[config.mk]
export PLATFORM = sky130hd
export DESIGN_NAME = dut
export DESIGN_NICKNAME = d
export VERILOG_FILES = /design/src/rtl/dut.sv
export SDC_FILE = /design/constraint.sdc
export NUM_CORES = 1
export LEC_CHECK = 0
export ABC_AREA = 0
export BUFFER_PORTS_ARGS = -buffer_cell sky130_fd_sc_hd__buf_4
export CAP_MARGIN = 20
export CORE_AREA = 2 2 39 41
export DETAILED_ROUTE_END_ITERATION = 8
export DIE_AREA = 0 0 41 43
export GPL_TIMING_DRIVEN = 0
export PLACE_DENSITY = 0.68
export SLEW_MARGIN = 20
export SYNTH_ARGS = -nofsm -noshare
export SYNTH_HDL_FRONTEND = slang
export SYNTH_SLANG_ARGS = --single-unit
[constraint.sdc]
create_clock -name clk -period 4.26 [get_ports clk]
set_input_delay 0.426 -clock clk [delete_from_list [all_inputs] [get_ports clk]]
set_output_delay 0.426 -clock clk [all_outputs]
set_load 0.005 [all_outputs]
[src/rtl/dut.sv]
// Serial delay line with registered edge detection and a saturating rising-edge counter.
// Every output comes straight from a flop; edge flags are precomputed from the next o_data value.
module dut #(
  parameter int DEPTH = 1,
  parameter int CNT_W = 8
) (
  input  logic             clk,
  input  logic             rst,
  input  logic             i_data,
  output logic             o_data,
  output logic             o_rise,
  output logic             o_fall,
  output logic [CNT_W-1:0] o_count
);

  logic [DEPTH-1:0] stage_q, stage_d;
  logic             o_data_q;
  logic             rise_q, rise_d;
  logic             fall_q, fall_d;
  logic [CNT_W-1:0] count_q, count_d;

  generate
    if (DEPTH == 1) begin : g_single
      assign stage_d = i_data;
    end else begin : g_multi
      assign stage_d = {stage_q[DEPTH-2:0], i_data};
    end
  endgenerate

  always_comb begin
    // Compare the value o_data is about to take with its current value, so the
    // pulse lands in the same cycle as the new o_data.
    rise_d  = stage_d[DEPTH-1] & ~stage_q[DEPTH-1];
    fall_d  = ~stage_d[DEPTH-1] & stage_q[DEPTH-1];
    count_d = count_q;
    // o_data & ~o_data_q is exactly the condition flagged by o_rise this cycle.
    if (stage_q[DEPTH-1] && !o_data_q && (count_q != {CNT_W{1'b1}})) begin
      count_d = count_q + CNT_W'(1);
    end
  end

  always_ff @(posedge clk) begin
    if (rst) begin
      stage_q  <= '0;
      o_data_q <= 1'b0;
      rise_q   <= 1'b0;
      fall_q   <= 1'b0;
      count_q  <= '0;
    end else begin
      stage_q  <= stage_d;
      o_data_q <= stage_q[DEPTH-1];
      rise_q   <= rise_d;
      fall_q   <= fall_d;
      count_q  <= count_d;
    end
  end

  assign o_data  = stage_q[DEPTH-1];
  assign o_rise  = rise_q;
  assign o_fall  = fall_q;
  assign o_count = count_q;

endmodule

==> metrics.txt, run 1 <==
Die H about 43 um; Worst-Margin Slew between 200 and 300 ps; Clk Latency, worst-skew pair 290 ps; critical-path cell list ha_1 > nand3_4 > o211a_1 > mux2_4; initial antenna violation count 0; CP Launch Type flip-flop; WL final 1.09 mm; Gates resized, CTS repair 0; Post-synth EDFFs 0; Iteration-0 DRC Markers 8; power share of the clock group 42.4%; VDD IR max between 0.15 and 0.2 mV; drt wl/cell 12.3 um; number of port buffers 13; row cnt 14; Reg2Reg Setup Slack approximately 2800 ps; ys async rst share 0%; Clock Root Buffer clkbuf_4; Internal Power 0.000176 W; power share of the sequential group 51.2%; post-synthesis sequential area ratio 40.9%; total number of vias 492; nets 78; power per cell area roughly 310 mW/mm^2; vias in the first global route 432; CORE AREA approximately 0.0014 sq mm; Yosys top cell area share 40.9%; final period demand of the worst path 1480 ps; TritonCTS clock tree built; final core utilization 53.5%; relative slew slack 81.4%; die width 41 um; Worst Hold Depth 2; DRC 0; final period utilization 34.7%; overall global routing resource usage 15.7%; status complete, no violations; Post-synth top flop dfxtp_1; LEAKAGE about 0.33 nW; slowest stage delay, CP 390 ps; Initial Util between 40% and 50%; Post-CTS Hold Fix Bufs 0; grt ovf 0; fraction of layout cells with a size suffix above 1 around a third; most frequent cells in the layout 13 x buf_4, 12 x dfxtp_1, 6 x nor2b_1; Antenna Cells 0; worst hold margin 292 ps; clk buf depth 2; Worst Hold Path EP o_fall; P&R area growth vs syn 26.2%; Unique masters post-synth 29; critical path endpoint category flip-flop; Synth Warn # 0; multi-input logic area roughly 310 sq um; sw frac 23.3%; TritonCTS Buffers 3; Syn Area/Cell 10.5 sq um; Post-DRT Antenna Nets 0; Crit Path Max Fanout 5; hpwl dp 801 um; RR Endpoint o_count[0]; Die Footprint between 0.0015 and 0.002 sq mm; register area 240 sq um; combinational group share of total power under 10%; Fin Clk Skew 5.06 ps; H-tree depth 1; Clock Sinks 12; commonest non-fill, non-tap cell in the layout buf_4; Hold Path Class in -> reg; RSZ-0062 raised after global routing no; largest net degree at the start of global routing 11; crit path max-delay cell type dfxtp_1; Post-Syn Area between 500 and 600 sq um; Syn Nets 60; max_cap viols 0; worst reg2reg path depth 4; Mapped Cells 56; first-pass GRT wire length 1.85 mm; Final Hold Violating Endpoints 0; post-synth top area cell dfxtp_1; Worst-path clk slew 80 ps; GPL Wtd Cong 0.753; Synth Register Bits 12; P_sw roughly 0.000054 W; post-route setup TNS 0 ps; Required @ worst endpoint ~4400 ps; drt first pass iters 4; crit path kind reg -> reg; Fillers 135; synth top area cells dfxtp_1 41%, nor2b_1 6.4%, a311oi_1 4.5%; Setup Viol. Count Final 0; Slew Viols, Final 0; min-delay src i_data; achievable frequency 0.677 GHz; post-DR vias/cell 5.53; postcts setup bufs 0; I/O pin total 14; WP data arrival between 1500 and 2000 ps; Worst R2R Start o_count[0]
==> how the worst max path moves through the flow <==
stage          startpoint          to  slack [ps]  cells after the start
2_1_floorplan  o_count[0]  o_count[0]        2860                      4
3_3_place_gp   o_count[0]  o_count[0]        2790                      4
3_5_place_dp   o_count[0]  o_count[0]        2790                      4
4_1_cts        o_count[0]  o_count[0]        2780                      4
5_1_grt        o_count[0]  o_count[0]        2680                      4
6_report       o_count[0]  o_count[0]        2780                      4
==> kinds of logic (layout without fill, tap and decap cells) <==
logic type	after synthesis	after routing	share of synthesized area [%]
AND/OR/NAND/NOR	24	24	29.9
AO/OA/AOI/OAI	12	12	15.4
flip-flops	12	12	40.9
buffers and inverters	4	21	5.54
multiplexers	3	3	6.18
adder cells (fa/ha/maj)	1	1	2.13
==> sequential cells by signal, indices dropped and copies added (netlist names) <==
name,cells
o_count,8
o_data,1
o_data_q,1
o_fall,1
o_rise,1
==> worst max-delay path: cells and delay by family, from the launching register on <==
family	cells	cell delay [ps]
flip-flops	1	390
multiplexers	1	300
AND/OR/NAND/NOR	1	110
AO/OA/AOI/OAI	1	280
adder cells (fa/ha/maj)	1	290
==> stage by stage <==
stage                     cell area (sq um)  power [W]  std cells  setup WS (ps)
after floorplan                         587   0.000128         56           2860
after global placement                  704   0.000135         85           2790
after detailed placement                704   0.000135         85           2790
after CTS                               741   0.000230         89           2780
after global routing                    741   0.000236         89           2680
final                                   741   0.000230         89           2780
==> area by class of cell <==
cell class	instances	area share, %
plain buffers	2	3.38
clock buffers	4	4.90
inverters	2	1.01
multi-input cells	40	42.4
flip-flops and latches	12	32.4
well taps	16	2.70
repair buffers	13	13.2
==> metal layers <==
metal | vias to the layer above | GRT usage, % | wire, um
met4 | 0 | 10.0 | 25
met3 | 3 | 3.14 | 42
li1 | 247 | - | -
met1 | 227 | 20.8 | 542
met5 | - | 0 | 0
met2 | 15 | 22.2 | 481
==> Yosys cell counts (2+ instances only) <==
master / number
dfxtp_1: 12
nor2b_1: 6
a311oi_1: 3
nor2_1: 3
a21oi_1: 2
a31oi_1: 2
and2_1: 2
and4b_1: 2
inv_1: 2
nand2b_1: 2
o211ai_1: 2
==> power groups by stage <==
| stage | Combinational, W | Clock (W) | Sequential [W] |
|---|---|---|---|
| 6_report | 0.0000147 | 0.0000974 | 0.000117 |
| 5_1_grt | 0.0000165 | 0.000101 | 0.000118 |
| 4_1_cts | 0.0000149 | 0.0000974 | 0.000117 |
| 3_5_place_dp | 0.0000149 | 0 | 0.000120 |
| 3_3_place_gp | 0.0000149 | 0 | 0.000120 |
| 2_1_floorplan | 0.00000806 | 0 | 0.000120 |
(Power assumes the default switching activity.)
==> run 2, diff against run 1 <==
--- a/config.mk
+++ b/config.mk
@@ -8,11 +8,11 @@
 export ABC_AREA = 0
 export BUFFER_PORTS_ARGS = -buffer_cell sky130_fd_sc_hd__buf_4
 export CAP_MARGIN = 20
-export CORE_AREA = 2 2 39 41
+export CORE_MARGIN = 1.5
+export CORE_UTILIZATION = 44
 export DETAILED_ROUTE_END_ITERATION = 8
-export DIE_AREA = 0 0 41 43
 export GPL_TIMING_DRIVEN = 0
-export PLACE_DENSITY = 0.68
+export PLACE_DENSITY = 0.7
 export SLEW_MARGIN = 20
 export SYNTH_ARGS = -nofsm -noshare
 export SYNTH_HDL_FRONTEND = slang
==> constraint.sdc (replaced) <==
create_clock -name clk -period 1.23 [get_ports clk]
set_input_delay 0.123 -clock clk [delete_from_list [all_inputs] [get_ports clk]]
set_output_delay 0.123 -clock clk [all_outputs]
set_load 0.005 [all_outputs]
==> metrics.txt, run 2 (synthesized netlist as in run 1, its figures left out) <==
commonest non-fill, non-tap cell in the layout buf_4; most frequent cells in the layout 18 x buf_4, 7 x dfxtp_1, 6 x nor2b_1; H-tree depth 1; Fillers 100; first-pass GRT wire length 1.77 mm; Setup WS post-layout -33.5 ps; hpwl dp 785 um; worst reg2reg path depth 4; max_cap viols 0; initial antenna violation count 0; power share of the sequential group 51.8%; register area between 200 and 300 sq um; final period demand of the worst path 1260 ps; drt first pass iters 4; Reg2Reg Setup Slack -30 ps; post-DR vias/cell ~5.5; min-delay src rst; post-route setup TNS -61.8 ps; Worst-Margin Slew 271 ps; DRC 0; crit path kind reg -> reg; Die H around 40 um; RSZ-0062 raised after global routing yes; LEAKAGE 0.356 nW; Clk Latency, worst-skew pair 270 ps; Setup Viol. Count Final 2; Iteration-0 DRC Markers 7; relative slew slack between 80 and 90%; Crit Path Max Fanout 4; Initial Util roughly half; critical path endpoint category flip-flop; Internal Power 0.000618 W; Largest register FFs 8; total number of vias approximately 510; grt ovf 0; combinational group share of total power 8.2%; status complete, but fails checks; P_sw 0.000166 W; clk buf depth 2; WL final 1.16 mm; final core utilization 69.1%; RR Endpoint o_count[3]; multi-input logic area 327 sq um; Worst Hold Depth 2; I/O pin total 14; power share of the clock group 40.0%; nets 84; Die Footprint roughly 0.0016 sq mm; Setup crit start o_count[0]; failing checks setup timing; Fin Clk Skew 1.17 ps; final period utilization 103%; sw frac 21.1%; Slew Viols, Final 0; Hold Path Class in -> reg; Clock Sinks 12; overall global routing resource usage around 18%; Worst Hold Path EP o_data; Worst R2R Start o_count[0]; Worst-path clk slew 80 ps; Required @ worst endpoint 1390 ps; GPL Wtd Cong 0.745; CORE AREA 0.00117 sq mm; P&R area growth vs syn 38.0%; Final Hold Violating Endpoints 0; CP Launch Type flip-flop; power per cell area 968 mW/mm^2; WP data arrival 1420 ps; fraction of layout cells with a size suffix above 1 44.3%; largest net degree at the start of global routing 11; Post-DRT Antenna Nets 0; TritonCTS clock tree built; Final Power ~0.00078 W; number of port buffers 13; Antenna Cells 0; TritonCTS Buffers 3; Clock Root Buffer clkbuf_4; row cnt 12; die width 39.5 um; VDD IR max 0.599 mV; vias in the first global route 423; drt wl/cell 12.5 um; achievable frequency 0.791 GHz
==> run 2: layer usage <==
| layer | up-vias | track usage, % | wire length [um] |
|---|---|---|---|
| met2 | 9 | 28.3 | 549 |
| met4 | 0 | 12.9 | 11 |
| met5 | - | 0 | 0 |
| met1 | 237 | 21.0 | 560 |
| met3 | 2 | 3.41 | 37 |
| li1 | 259 | - | - |
==> run 2: metrics by stage <==
stage,instance area (sq um),hold WS [ps],std cells,setup slack [ps]
after floorplan,607,195,56,-10.8
after global placement,722,292,83,-70.7
after detailed placement,722,296,83,-71.3
after CTS,808,34.2,93,-45.9
after global routing,810,48.3,93,-65.7
final,810,46.6,93,-33.5
==> run 2: repair_timing <==
item                       4_1_cts  5_1_grt
gates resized for setup          2        1
setup endpoints to repair        3        5
hold endpoints to repair         1        0
buffers inserted                 5        0
hold buffers                     1        0
pin swaps                        3        2
==> run 2: area by class of cell <==
type | count | area share (%)
Buffer | 2 | 3.09
Inverter | 2 | 0.927
Clock buffer | 4 | 4.48
Tap cell | 14 | 2.16
Multi-Input combinational cell | 40 | 40.3
Sequential cell | 12 | 31.1
Timing Repair Buffer | 19 | 17.9
==> run 2: worst max path at each step <==
stage	to	slack [ps]	depth (start not counted)
after floorplan	o_count[0]	-10	4
after detailed placement	o_count[0]	-70	3
after global routing	o_count[3]	-70	4
after CTS	o_count[0]	-50	4
after global placement	o_count[0]	-70	3
final	o_count[3]	-30	4
==> run 2: worst max-delay path, stage by stage, from the launching register on <==
cell      delay (ps)
dfxtp_4          370
ha_4             160
nand3_4           80
o211ai_1         200
mux2_1           340
==> run 2: power groups by stage <==
| stage | logic [W] | clock network, W | registers (W) |
|---|---|---|---|
| 2_1_floorplan | 0.0000289 | 0 | 0.000415 |
| 3_3_place_gp | 0.0000529 | 0 | 0.000416 |
| 3_5_place_dp | 0.0000531 | 0 | 0.000416 |
| 4_1_cts | 0.0000656 | 0.000332 | 0.000406 |
| 5_1_grt | 0.0000707 | 0.000345 | 0.000407 |
| 6_report | 0.0000647 | 0.000313 | 0.000406 |
